--- config.mk ---
export PLATFORM = sky130hd
export DESIGN_NAME = enc_event_fifo
export DESIGN_NICKNAME = d
export VERILOG_FILES = /design/src/rtl/enc_event_fifo.sv
export SDC_FILE = /design/constraint.sdc
export NUM_CORES = 1
export LEC_CHECK = 0
export ABC_AREA = 1
export BUFFER_PORTS_ARGS = -buffer_cell sky130_fd_sc_hd__buf_2
export CAP_MARGIN = 0
export CELL_PAD_IN_SITES_DETAIL_PLACEMENT = 2
export CELL_PAD_IN_SITES_GLOBAL_PLACEMENT = 2
export CORE_ASPECT_RATIO = 1.2
export CORE_MARGIN = 2
export CORE_UTILIZATION = 34
export CTS_CLUSTER_DIAMETER = 50
export DETAILED_ROUTE_END_ITERATION = 12
export PLACE_DENSITY_LB_ADDON = 0.1
export REMOVE_ABC_BUFFERS = 1
export SLEW_MARGIN = 0
export SYNTH_ARGS = -nofsm -noshare
export SYNTH_HDL_FRONTEND = slang
export SYNTH_SLANG_ARGS = --single-unit
--- constraint.sdc ---
create_clock -name clk -period 2.4 [get_ports clk]
set_clock_uncertainty 0.05 [all_clocks]
set_input_delay 0.48 -clock clk [delete_from_list [all_inputs] [get_ports clk]]
set_output_delay 0.48 -clock clk [all_outputs]
set_load 0.01 [all_outputs]
--- src/rtl/enc_event_fifo.sv ---
// Change-detecting capture FIFO behind an 8-to-3 priority encoder.
// A new {code_vld, code} pair is queued whenever it differs from the last pair seen while enabled.
module enc_event_fifo #(
    parameter int DEPTH  = 4,
    parameter int CODE_W = 3
) (
    input  logic                       clk,
    input  logic                       rst,
    input  logic                       en,
    input  logic [CODE_W-1:0]          code,
    input  logic                       code_vld,
    input  logic                       clr_ovf,
    output logic [CODE_W-1:0]          out_code,
    output logic                       out_any,
    output logic                       out_vld,
    input  logic                       out_rdy,
    output logic [$clog2(DEPTH):0]     count,
    output logic                       ovf
);

    localparam int PTR_W   = $clog2(DEPTH);
    localparam int CNT_W   = PTR_W + 1;
    localparam int ENTRY_W = CODE_W + 1;
    localparam logic [CNT_W-1:0] FULL_CNT = CNT_W'(DEPTH);

    logic [ENTRY_W-1:0] r_mem [DEPTH];
    logic [PTR_W-1:0]   r_wr_ptr;
    logic [PTR_W-1:0]   r_rd_ptr;
    logic [CNT_W-1:0]   r_count;
    logic               r_ovf;
    logic [ENTRY_W-1:0] r_last;

    logic [ENTRY_W-1:0] w_pair;
    logic [ENTRY_W-1:0] w_head;
    logic               w_event;
    logic               w_full;
    logic               w_empty;
    logic               w_pop;
    logic               w_push;
    logic               w_drop;

    // Output handshake: the head entry transfers on any rising edge where
    // out_vld and out_rdy are both high; out_vld never depends on out_rdy.
    assign w_pair  = {code_vld, code};
    assign w_event = en && (w_pair != r_last);
    assign w_full  = (r_count == FULL_CNT);
    assign w_empty = (r_count == '0);
    assign w_pop   = !w_empty && out_rdy;
    // A pop in the same edge frees the slot, so a full FIFO can still accept.
    assign w_push  = w_event && (!w_full || w_pop);
    assign w_drop  = w_event && w_full && !w_pop;

    assign w_head   = r_mem[r_rd_ptr];
    assign out_code = w_head[CODE_W-1:0];
    assign out_any  = w_head[CODE_W];
    assign out_vld  = !w_empty;
    assign count    = r_count;
    assign ovf      = r_ovf;

    // Storage carries no reset; only the pointers and count define validity.
    always_ff @(posedge clk) begin
        if (!rst && w_push) begin
            r_mem[r_wr_ptr] <= w_pair;
        end
    end

    always_ff @(posedge clk) begin
        if (rst) begin
            r_wr_ptr <= '0;
            r_rd_ptr <= '0;
            r_count  <= '0;
            r_ovf    <= 1'b0;
            r_last   <= '0;
        end else begin
            if (w_event) begin
                r_last <= w_pair;
            end
            if (w_push) begin
                r_wr_ptr <= r_wr_ptr + PTR_W'(1);
            end
            if (w_pop) begin
                r_rd_ptr <= r_rd_ptr + PTR_W'(1);
            end
            if (w_push && !w_pop) begin
                r_count <= r_count + CNT_W'(1);
            end else if (w_pop && !w_push) begin
                r_count <= r_count - CNT_W'(1);
            end
            // Setting on a drop takes priority over a same-cycle clear.
            if (w_drop) begin
                r_ovf <= 1'b1;
            end else if (clr_ovf) begin
                r_ovf <= 1'b0;
            end
        end
    end

endmodule

### Word level (Yosys, flattened, before mapping)

Memory sizes are Yosys's and may differ from the RTL's. A register that Yosys moved wholly into a read port is not among the register bits.
Index checks and enable logic that the tools add are counted.
W data, S select, Z words.

| operators by class | value |
|---|---|
| add/subtract/negate cells | 4 |
| eq/ne operators | 2 |
| multiplexer cells | 8 |
| reductions and logical operators | 17 |

Operators by type and width:

| operator | number |
|---|---|
| $logic_and A1 B1 Y1 | 8 |
| $mux W3 | 2 |
| $logic_not A1 Y1 | 5 |
| $add A2 B1 Y2 const B | 2 |
| $mux W1 | 4 |
| $mux W2 | 2 |
| $ne A4 B4 Y1 | 1 |
| $reduce_bool A2 Y1 | 2 |
| $add A3 B1 Y3 const B | 1 |
| $eq A3 B3 Y1 const B | 1 |
| $logic_not A3 Y1 | 1 |
| $sub A3 B1 Y3 const B | 1 |
| $logic_or A1 B1 Y1 | 1 |

| storage, ports and cells | value |
|---|---|
| register bits | 12 |
| memory bits (writable) | 16 |
| bits of input ports | 9 |
| output and inout bits | 9 |
| logic and storage cells | 37 |
| memories | 1 |

Memory list:

| name | depth | bits a word | read ports | clocked after Yosys merged registers in | wr ports | RTL line | text |
|---|---|---|---|---|---|---|---|
| r_mem | 4 | 4 | 1 | 1 | 1 | 26 | `logic [ENTRY_W-1:0] r_mem [DEPTH];` |

### Longest topological paths before layout

| logic depth | value |
|---|---|
| depth after elaboration | 9 |
| gate-level depth with buffers | 14 |
| mapped depth without buffers | 14 |

### Worst setup path before layout

OpenSTA, ideal clock, no wires.

| timing path | value |
|---|---|
| path kind | in2reg |
| start | input code[1] |
| end | register r_count[2] (netlist: count[2]) |
| library setup time | 0.122 ns |
| arrival | 1.881 ns |
| required time | 2.228 ns |
| slack | 0.347 ns |
| stages | 14 |
| buffers on the path | 0 |
| cells stage by stage | inv_1 -> nand2_1 -> nand2_1 -> nor2_2 -> nand2_4 -> nand3_2 -> inv_2 -> ha_1 -> inv_1 -> fa_1 -> a21oi_1 -> o21ai_0 -> o21ai_0 -> a21oi_1 |

| on the way | value |
|---|---|
| cells in the longest elaborated chain, start to end | 6 |
| elaborated cells between the ends (all ways) | 8 |
| those cells by class | eq/ne (1); mux (1); reduce/logical (6) |

RTL lines:

| item | RTL line | text |
|---|---|---|
| start: declaration | 10 | `input logic [CODE_W-1:0] code,` |
| $ne A4 B4 Y1 (*) | 45 | `assign w_event = en && (w_pair != r_last);` |
| $logic_and A1 B1 Y1 (*) | 45 |  |
| $logic_and A1 B1 Y1 (*) | 50 | `assign w_push = w_event && (!w_full \|\| w_pop);` |
| $logic_not A1 Y1 | 86 | `end else if (w_pop && !w_push) begin` |
| $logic_and A1 B1 Y1 | 86 |  |
| $reduce_bool A2 Y1 (no source line) | -- |  |
| end signal: assignment | 85 | `r_count <= r_count + CNT_W'(1);` |
| end signal: assignment | 87 | `r_count <= r_count - CNT_W'(1);` |
| end: declaration | 29 | `logic [CNT_W-1:0] r_count;` |

Every way passes the cells marked *; elsewhere a longest branch is shown, timed or not.
A chain may end at the register's enable or synchronous reset.

### Worst setup path after layout

Same ends and word-level chain as after synthesis.

==> results_dict.tcl <==
set metrics [dict create \
    clock_sinks 30 \
    ys_ff_latch 30 \
    port_buffers 17 \
    min-delay-start "rst" \
    reg2reg_depth 13 \
    synth.distinct_cells 21 \
    final_core_util_pct 41.0 \
    core_um2 3910 \
    vias 1045 \
    drv_slew 0 \
    post_drt_via_cell_ratio 4.58 \
    grtUsageTotal_pct 16.5 \
    hold_depth 2 \
    synth_cells 150 \
    layout-drive-gt1-share_pct 20.1 \
    cts_buffers 5 \
    h-tree-depth 2 \
    period_minus_slack_ps 2170 \
    rows 25 \
    cp_data_required_time_ps 2520 \
    start_util_pct 35.1 \
    fin_hold_ws_ps 340 \
    dp_hpwl_um 2560 \
    die_w_um 62.0 \
    grt_pass1_vias 1170 \
    diodes 0 \
    synth_top_area_cell "edfxtp_1" \
    routed_wl_um 3150 \
    synth.area.top_cells "edfxtp_1 35%, dfxtp_1 20%, inv_1 7.1%" \
    nets 188 \
    rrSetupSlack_ps 270 \
    cts_tree "built" \
    drtPass1Iterations 2 \
    grt_max_degree 11 \
    timing.rr.end "count[2]" \
    clk_latency_ps 280 \
    rsz0062_at_grt "no" \
    netlist_area_um2 1370 \
    leakagePower_nw 0.713 \
    final_common_cell "inv_1" \
    ys_seq_area_share_pct 55.5 \
    p_per_area_nw_per_um2 907 \
    final_cell_mix "26 x inv_1, 23 x nor2_1, 20 x nand2_1" \
    outcome "complete, no violations" \
    multiInputGateArea_um2 490 \
    worst_slew_pin_slew_ps 424 \
    grt_pass1_wl_um 5280 \
    ant_nets 0 \
    hold_path_end "count[0]" \
    regToRegStartpoint "r_last[1]" \
    ir_worst_vdd_uv 403 \
    clk_pin_slew_ps 60 \
    holdBufCountCts 0 \
    synth_top_area_share_pct 35.0 \
    gp_congestion 0.760 \
    max_freq_ghz 0.461 \
    relSlewSlack_pct 71.7 \
    worst-path-max-fanout 7 \
    drv_cap 0 \
    postSynthAreaPerCell_um2 9.14 \
    drt_iter0_drc 2 \
    pin_count 18 \
    cts_buffer_depth 2 \
    cts_resized 0 \
    antenna_found_initial 0 \
    post-cts-setup-buffer-count 0 \
    fp.dieH_um 73.6 \
    fin_crit_sh_pct 90.4 \
    dieArea_um2 4560 \
    flow.area_growth_from_synthesis_pct 16.8 \
    min_path_type "input pin to flip-flop" \
    fillers 453 \
    regArea_um2 761 \
    ys_warn_count 0 \
    setup_viol 0 \
    critical_path.startpoint_type "input pin" \
    end_kind "flip-flop" \
    grt-ovfl-total 0 \
    wl_per_cell_um 13.8 \
    worstSetupPathType "input pin to flip-flop" \
    finalHoldViolations 0 \
    worst_ep_arrival_time_ps 2290 \
    root_buffer "clkbuf_8" \
    drc 0 \
]
-- stage by stage --
step | setup WS (ps) | instances | area [um^2] | TNS [ps] | total power, mW
finish | 230 | 228 | 1600 | 0 | 1.45
global placement | 88.2 | 220 | 1520 | 0 | 1.06
floorplan | 347 | 148 | 1360 | 0 | 0.929
CTS | 199 | 228 | 1600 | 0 | 1.48
detailed placement | -61.7 | 220 | 1520 | -61.7 | 1.09
global route | 0.826 | 228 | 1600 | 0 | 1.57
-- routing by layer --
metal  track usage (%)  part of all wire [%]  vias to the layer above
met5                 0                     0                        -
met4              7.80                   1.7                        0
met3              4.40                   3.4                        5
met2              31.0                    58                       17
met1              15.5                    37                      501
li1                  -                     -                      522
-- worst max-delay path by stage --
| stage | slack [ps] | end | start |
|---|---|---|---|
| 3_3_place_gp | 90 | count[2] | code[1] |
| 4_1_cts | 200 | count[2] | code[1] |
| 6_report | 230 | count[2] | code[1] |
| 5_1_grt | 0.8 | count[2] | code[1] |
| 2_1_floorplan | 350 | count[2] | code[1] |
| 3_5_place_dp | -60 | count[2] | code[1] |
-- sequential cells by signal, indices dropped and copies added (netlist names), named ones only --
| name | flops |
|---|---|
| r_mem | 16 |
| r_last | 4 |
| count | 3 |
| r_rd_ptr | 2 |
| r_wr_ptr | 2 |
| ovf | 1 |
-- worst max-delay path, stage by stage --
cell and delay (ps):
buf_2 140, inv_1 80, nand2_1 70, nand2_1 80, nor2_2 60, nand2_4 100
nand3_2 100, inv_2 90, ha_1 150, inv_1 70, fa_1 380, a21oi_1 150
o21ai_0 120, o21ai_0 160, a21oi_1 60
-- cell usage after synthesis --
master    instances
nand4_1           2
a21oi_1           7
o22ai_1           4
o21ai_0          16
nand3_2           1
xor2_1            1
inv_1            26
nand3b_1          1
nand3_1           1
dfxtp_1          14
ha_1              5
buf_2             1
fa_1              1
nand2_1          20
inv_2             3
nand2_4           3
o21ai_1           1
buf_6             1
nor2_2            3
edfxtp_1         16
nor2_1           23
-- final cells by class --
cell class | instances | share of cell area [%]
clock buffer | 6 | 4.53
clock inverter | 2 | 0.547
inverter | 29 | 6.80
multi-input combinational | 89 | 30.6
sequential | 30 | 47.5
tap | 54 | 4.22
timing repair buffer | 18 | 5.78
-- cell families after synthesis --
kind of cell,synth area share [%]
and+or+nand+nor,18.2
buffers and inverters,9.12
DFF,55.5
AOI/OAI and AO/OA,10.6
adders and majority gates,6.02
xor gates and xnor gates,0.639
-- where the power goes --
part           switching (mW)  internal, mW
Sequential             0.0603         0.605
Combinational           0.254         0.153
Clock                   0.180         0.199
Total                   0.495         0.957
Power figures use the tool's default switching activity.
